==> config.mk <==
export PLATFORM = sky130hd
export DESIGN_NAME = muldiv_seq
export DESIGN_NICKNAME = d
export VERILOG_FILES = /design/src/rtl/alu_pkg.sv /design/src/rtl/muldiv_seq.sv
export SDC_FILE = /design/constraint.sdc
export NUM_CORES = 1
export LEC_CHECK = 0
export ABC_CLOCK_PERIOD_IN_PS = 2600
export CELL_PAD_IN_SITES_DETAIL_PLACEMENT = 1
export CELL_PAD_IN_SITES_GLOBAL_PLACEMENT = 1
export CORE_MARGIN = 8
export CORE_UTILIZATION = 25
export DETAILED_ROUTE_END_ITERATION = 8
export PLACE_DENSITY_LB_ADDON = 0.1
export SLEW_MARGIN = 10
export SYNTH_ARGS = -nofsm -noshare
export SYNTH_HDL_FRONTEND = slang
export SYNTH_SLANG_ARGS = --single-unit
==> constraint.sdc <==
create_clock -name clk -period 2.6 [get_ports clk]
set_clock_uncertainty 0.1 [all_clocks]
set_input_delay 0.65 -clock clk [delete_from_list [all_inputs] [get_ports clk]]
set_output_delay 0.65 -clock clk [all_outputs]
set_load 0.05 [all_outputs]
==> src/rtl/alu_pkg.sv <==
// rtl/alu_pkg.sv - alu_16 control encodings and muldiv_seq state type.
package alu_pkg;

  localparam logic [3:0] ALU_OP_ADD  = 4'b1001;
  localparam logic [3:0] ALU_OP_SUB  = 4'b0110;
  localparam logic [3:0] ALU_OP_IDLE = 4'b0000;

  localparam logic ALU_MODE_ARITH = 1'b0;
  localparam logic ALU_MODE_LOGIC = 1'b1;

  localparam logic MD_OP_MUL = 1'b0;
  localparam logic MD_OP_DIV = 1'b1;

  typedef enum logic [1:0] {
    IDLE = 2'd0,
    RUN  = 2'd1,
    DONE = 2'd2
  } muldiv_state_t;

endpackage

==> src/rtl/muldiv_seq.sv <==
// rtl/muldiv_seq.sv - Multi-cycle unsigned multiply/divide sequencer driving an external alu_16.
module muldiv_seq
  import alu_pkg::*;
#(
  parameter int WIDTH = 16
) (
  input  logic             clk,
  input  logic             reset_n,
  input  logic             start,
  input  logic             op,
  input  logic [WIDTH-1:0] a,
  input  logic [WIDTH-1:0] b,
  output logic             busy,
  output logic             done,
  output logic [WIDTH-1:0] result_hi,
  output logic [WIDTH-1:0] result_lo,
  output logic             div_zero,
  output logic [3:0]       alu_op,
  output logic             alu_mode,
  output logic [WIDTH-1:0] alu_x,
  output logic [WIDTH-1:0] alu_y,
  output logic             alu_c_in,
  input  logic [WIDTH-1:0] alu_z,
  input  logic             alu_c_out
);

  localparam int ITERS = WIDTH;
  localparam int CW    = $clog2(ITERS);
  localparam logic [CW-1:0] LAST = CW'(ITERS - 1);

  muldiv_state_t    state;
  logic [CW-1:0]    cnt;
  logic             op_q;
  logic [WIDTH-1:0] a_q;
  logic [WIDTH-1:0] b_q;
  logic [WIDTH-1:0] hi;
  logic [WIDTH-1:0] lo;
  logic [WIDTH-1:0] hi_nxt;
  logic [WIDTH-1:0] lo_nxt;
  logic [WIDTH-1:0] r_sh;

  assign busy = (state != IDLE);
  assign done = (state == DONE);
  assign r_sh = {hi[WIDTH-2:0], lo[WIDTH-1]};

  // hi/lo hold the product halves for multiply and remainder/quotient for divide.
  always_comb begin
    alu_op   = ALU_OP_IDLE;
    alu_mode = ALU_MODE_LOGIC;
    alu_x    = '0;
    alu_y    = '0;
    alu_c_in = 1'b1;
    hi_nxt   = hi;
    lo_nxt   = lo;
    if (state == RUN) begin
      alu_mode = ALU_MODE_ARITH;
      if (op_q == MD_OP_MUL) begin
        alu_op   = ALU_OP_ADD;
        alu_x    = hi;
        alu_y    = a_q;
        alu_c_in = 1'b1;
        if (lo[0]) begin
          hi_nxt = {~alu_c_out, alu_z[WIDTH-1:1]};
          lo_nxt = {alu_z[0], lo[WIDTH-1:1]};
        end else begin
          hi_nxt = {1'b0, hi[WIDTH-1:1]};
          lo_nxt = {hi[0], lo[WIDTH-1:1]};
        end
      end else begin
        alu_op   = ALU_OP_SUB;
        alu_x    = r_sh;
        alu_y    = b_q;
        alu_c_in = 1'b0;
        // The bit shifted out of R means the partial remainder already exceeds b.
        if (hi[WIDTH-1] || !alu_c_out) begin
          hi_nxt = alu_z;
          lo_nxt = {lo[WIDTH-2:0], 1'b1};
        end else begin
          hi_nxt = r_sh;
          lo_nxt = {lo[WIDTH-2:0], 1'b0};
        end
      end
    end
  end

  always_ff @(posedge clk or negedge reset_n) begin
    if (!reset_n) begin
      state     <= IDLE;
      cnt       <= '0;
      op_q      <= MD_OP_MUL;
      a_q       <= '0;
      b_q       <= '0;
      hi        <= '0;
      lo        <= '0;
      result_hi <= '0;
      result_lo <= '0;
      div_zero  <= 1'b0;
    end else begin
      case (state)
        IDLE: begin
          if (start) begin
            op_q <= op;
            a_q  <= a;
            b_q  <= b;
            cnt  <= '0;
            if (op == MD_OP_DIV && b == '0) begin
              state     <= DONE;
              result_lo <= '1;
              result_hi <= a;
              div_zero  <= 1'b1;
            end else begin
              state    <= RUN;
              hi       <= '0;
              lo       <= (op == MD_OP_MUL) ? b : a;
              div_zero <= 1'b0;
            end
          end
        end
        RUN: begin
          hi  <= hi_nxt;
          lo  <= lo_nxt;
          cnt <= cnt + 1'b1;
          if (cnt == LAST) begin
            state     <= DONE;
            result_hi <= hi_nxt;
            result_lo <= lo_nxt;
          end
        end
        DONE:    state <= IDLE;
        default: state <= IDLE;
      endcase
    end
  end

endmodule

==> impl_metrics.tcl, run 1 <==
set metrics [dict create \
    cp-start-kind "flip-flop" \
    regArea_mm2 0.00261 \
    stdcell_count 965 \
    io_pins 126 \
    root_buffer "clkbuf_16" \
    cts_max_level 3 \
    dr.pass1.iters 4 \
    clk_latency_ps 360 \
    num-fill-cells 2450 \
    critPathCaptureType "primary output" \
    synth_common_cells "dfrtp_1 (104), mux2i_1 (63), mux2_2 (62), a211oi_1 (46), nor2_1 (39)" \
    ir_worst_vdd_mv 0.681 \
    postCtsHoldBufs 0 \
    hold_path_class "in -> async" \
    ys_types 38 \
    power_density_mw_per_mm2 1630 \
    grt_setup_unrepaired "yes" \
    die-area_mm2 0.0281 \
    synth-main-ff-cell "dfrtp_1" \
    cp.arrival_ps 1790 \
    critPathRequiredTime_ps 1850 \
    relSlewSlack 0.646 \
    grt_max_degree 63 \
    postRouteAntennaNets 0 \
    synth.top_cells.by_area "dfrtp_1 (45%), mux2_2 (12%), mux2i_1 (11%)" \
    dp_cells 950 \
    rows 55 \
    dp_hpwl_um 15200 \
    worst_pin_slew_ps 530 \
    async_flop_share 1.00 \
    status "finished clean" \
    synthCells 540 \
    port-buffer-count 125 \
    critical_path_class "reg -> out" \
    route.vias.total 4646 \
    clk_pin_slew_worst_paths_ps 70 \
    post-route-util 0.369 \
    fmax_ghz 0.394 \
    yosysTopAreaCell "dfrtp_1" \
    drt_iter0_drc 219 \
    cts_buffers 9 \
    die_h_um 168 \
    yosysWarnings 0 \
    cts_resized 5 \
    antenna_found_initial 0 \
    yosysMostFrequentCell "dfrtp_1" \
    wl_per_cell_um 21.0 \
    synth-edff-count 0 \
    grt-ovfl-total 0 \
    worstPathMaxFanout 18 \
    slew_viol_final 0 \
    cts_tree "done" \
    stdcell_area_mm2 0.00835 \
    drc 0 \
    fp.dieW_um 168 \
    syn_area_mm2 0.00576 \
    initial_utilization 0.254 \
    period_share 0.977 \
    place_congestion 0.776 \
    grt_pass1_vias 5188 \
    power_leakage_uw 0.00361 \
    final-setup-viol-count 0 \
    holdWs_ps 133 \
    synth_area_per_cell_um2 10.7 \
    fin_nets 730 \
    multi_input_area_mm2 0.00295 \
    yosysSeqAreaShare 0.452 \
    cap_violations 0 \
    ys_ff_latch 104 \
    clock-sinks 104 \
    antenna_cells 0 \
    drive_gt1_frac 0.272 \
    grt_pass1_wl_um 32200 \
    place_area_mm2 0.00798 \
    synth_top_area_frac 0.452 \
    clk_path_buf_depth 2 \
    finalHoldViolCount 0 \
    core_area_mm2 0.0226 \
    track_usage 0.148 \
    wirelength_um 20300 \
    post_cts_buffers 0 \
    synthToLayoutAreaGrowth_pct 45.1 \
    syn_nets 594 \
    post-route-min-period_ps 2540 \
    viasPerCell 4.81 \
]
## per-stage QoR
stage / setup TNS [ps] / worst slack [ps] / total power [µW]
floorplan: -2220 / -157 / 8270
global placement: -17680 / -328 / 11900
detailed placement: -18310 / -370 / 12100
CTS: 0 / 4.66 / 13800
global route: -32.8 / -32.8 / 14400
finish: 0 / 60.2 / 13600
## worst max-delay path: stages (launching register included)
cell and delay (ps):
dfrtp_4 610, buf_6 280, mux2i_1 290, nor2_2 80, buf_12 160
## power breakdown
part,internal (µW),switching [µW]
combinational,3870,5040
clock,964,664
sequential,2420,633
## cell type report
type,instances,area share
Multi-Input combinational cell,372,0.353
Sequential cell,104,0.312
Timing Repair Buffer,169,0.242
Tap cell,285,0.0427
Clock buffer,10,0.0286
Clock inverter,5,0.0126
Inverter,20,0.00914
## layout by cell type (no fill, tap or decap), drive strengths merged
cell type	synthesis	final
a21oi	18	18
a21o	15	15
buf	24	83
nor3b	1	1
ha	1	1
xor2	1	1
nand3	1	1
nor2	39	39
a211oi	46	46
dlygate4sd2	0	2
nor3	16	16
clkinvlp	0	2
nand2	23	23
nand4	2	2
nand2b	1	1
bufinv	0	3
inv	19	18
and4b	1	1
and3	1	1
clkinv	1	2
clkdlybuf4s50	0	84
o22ai	1	1
and3b	15	15
clkbuf	20	10
nor2b	32	32
mux2	67	67
mux2i	63	63
o21ai	5	5
a311oi	1	1
nand4b	1	1
nor4	3	3
and2	1	1
o2bb2ai	1	1
o31ai	16	16
dfrtp	104	104
## flip-flops by register name, summed over array words and instances, names as in the netlist
name and flops:
a_q 16, b_q 16, cnt 4, div_zero 1, hi 16, lo 16
op_q 1, result_hi 16, result_lo 16, state 2
## path summary, 6_finish.rpt
kind / from / endpoint / slack (ps) / depth (start not counted)
max: op_q / alu_x[2] / 60 / 4
min: reset_n / result_lo[8] / 130 / 1
max reg2reg: op_q / lo[1] / 390 / 6
min reg2reg: cnt[3] / cnt[3] / 410 / 1
max in group asynchronous: reset_n / hi[10] / 1670 / 2
min in group clk: cnt[3] / cnt[3] / 410 / 1
## routing by layer
metal	routed length [µm]	up-vias	global-route usage
met2	9470	79	0.238
met4	320	0	0.0462
met5	0	-	0
met3	714	13	0.0261
li1	-	2212	-
met1	9800	2342	0.199
## kinds of logic after synthesis
family / count (synthesis) / share of synthesized area
AO/OA/AOI/OAI: 103 / 0.128
multiplexers: 130 / 0.241
buffers and inverters: 64 / 0.0498
flip-flops: 104 / 0.452
adder cells (fa/ha/maj): 1 / 0.00217
XOR/XNOR: 1 / 0.00152
AND/OR/NAND/NOR: 137 / 0.126
(Power assumes the default switching activity.)
==> run 2, diff against run 1 <==
--- a/config.mk
+++ b/config.mk
@@ -12,7 +12,7 @@
 export CORE_UTILIZATION = 25
 export DETAILED_ROUTE_END_ITERATION = 8
 export PLACE_DENSITY_LB_ADDON = 0.1
-export SLEW_MARGIN = 10
+export SLEW_MARGIN = 20
 export SYNTH_ARGS = -nofsm -noshare
 export SYNTH_HDL_FRONTEND = slang
 export SYNTH_SLANG_ARGS = --single-unit
==> results of run 2 <==
Same layout as run 1: the final DEF is identical, and so are final timing and power.
==> run 3, diff against run 2 <==
--- a/config.mk
+++ b/config.mk
@@ -11,6 +11,7 @@
 export CORE_MARGIN = 8
 export CORE_UTILIZATION = 25
 export DETAILED_ROUTE_END_ITERATION = 8
+export DONT_BUFFER_PORTS = 1
 export PLACE_DENSITY_LB_ADDON = 0.1
 export SLEW_MARGIN = 20
 export SYNTH_ARGS = -nofsm -noshare
==> run 3 against run 2 <==
The run now ends with negative hold slack left. Worst setup slack gained 58 ps. Die area is the same. Via count shrank 7.4%. Clock-buffer cell count grew 1.
==> impl_metrics.tcl, run 3 (synthesized netlist as in run 1, its figures left out) <==
set metrics [dict create \
    status "complete, but fails checks" \
    violations "negative hold slack" \
    critPathCaptureType "primary output" \
    drc 0 \
    fp.dieW_um 168 \
    crit_family "buffers and inverters" \
    wl_per_cell_um 23.1 \
    post-route-min-period_ps 2480 \
    cp-start-kind "flip-flop" \
    antenna_cells 0 \
    synthToLayoutAreaGrowth_pct 22.7 \
    cp_num_buf_inv 4 \
    track_usage 0.145 \
    setup_tns_ps 0 \
    slowest_delay_ps 410 \
    grt-ovfl-total 0 \
    cts_buffers 9 \
    die_h_um 168 \
    grt_max_degree 105 \
    clk_latency_ps 350 \
    antenna_found_initial 0 \
    final-setup-viol-count 0 \
    dp_hpwl_um 14500 \
    critPathSlowestCell "dfrtp_1" \
    cap_violations 0 \
    worst_pin_slew_ps 565 \
    clock-sinks 104 \
    route.vias.total 4302 \
    relSlewSlack 0.623 \
    core_area_mm2 0.0226 \
    clk_pin_slew_worst_paths_ps 70 \
    die-area_mm2 0.0281 \
    clk_path_buf_depth 2 \
    place_ws_ps 68.4 \
    layout_commonest_cell "dfrtp_1" \
    viasPerCell 4.98 \
    grt_setup_unrepaired "no" \
    wirelength_um 20000 \
    hold_path_class "in -> async" \
    crit_chain "nor2b_2 -> inv_4 -> buf_4 -> nor2_2 -> inv_1 -> buf_4" \
    grt_pass1_wl_um 30900 \
    io_pins 126 \
    port-buffer-count 0 \
    finalHoldViolCount 104 \
    cts_tree "done" \
    grt_pass1_vias 4762 \
    rows 55 \
    fin_nets 628 \
    holdWs_ps -103 \
    cts_max_level 3 \
    initial_utilization 0.254 \
    place_congestion 0.780 \
    drt_iter0_drc 208 \
    drive_gt1_frac 0.282 \
    postRouteAntennaNets 0 \
    dr.pass1.iters 4 \
    slew_viol_final 0 \
    cp.arrival_ps 1730 \
    period_share 0.954 \
    critical_path_class "reg -> out" \
    fmax_ghz 0.403 \
    timing.final.ws_setup_ps 118 \
    cp_common_cell "buf_4" \
    root_buffer "clkbuf_16" \
    critPathRequiredTime_ps 1850 \
    worstPathMaxFanout 14 \
    layout_common_cells "dfrtp_1 (103), mux2i_1 (63), mux2_2 (62)" \
]
run 3: area by class of cell:
type,count,area [µm²]
fillers,2474,15600
flip-flops and latches,104,2610
multi-input cells,372,2920
inverters,20,77.6
clock buffers,11,233
repair buffers,67,798
well taps,285,357
clock inverters,4,70.1
run 3: routing by layer:
layer,global-route usage,share of wire
met3,0.0461,0.067
met2,0.233,0.47
met5,0,0
met1,0.184,0.45
met4,0.0408,0.013
run 3: final timing paths:
check,from,end,slack [ps],depth (start not counted)
min in group clk,start,cnt[2],280,1
max in group asynchronous,reset_n,op_q,2250,0
max,state[0],alu_c_in,120,6
min reg2reg,cnt[3],cnt[3],400,1
min,reset_n,result_lo[7],-100,0
max reg2reg,op_q,lo[1],540,6
run 3: timing repair:
item                                    CTS  global route
buffers inserted                          1             5
pin swaps                                 0             0
endpoints found under the setup margin    4            10
endpoints found under the hold margin   104           104
gates cloned                              0             0
resized for setup                         1             1
run 3: metrics by stage:
stage,cells,utilization,cell area [µm²],hold slack (ps)
2_1_floorplan,540,-,5800,254
3_3_place_gp,842,0.296,6710,262
3_5_place_dp,842,0.296,6710,259
4_1_cts,858,0.310,7020,-126
5_1_grt,863,0.312,7060,-126
6_report,863,0.312,7060,-103
Power of run 3 is left out: the tool's default activity adds up to more than one toggle a clock period on the data nets, which glitch-free logic cannot reach.
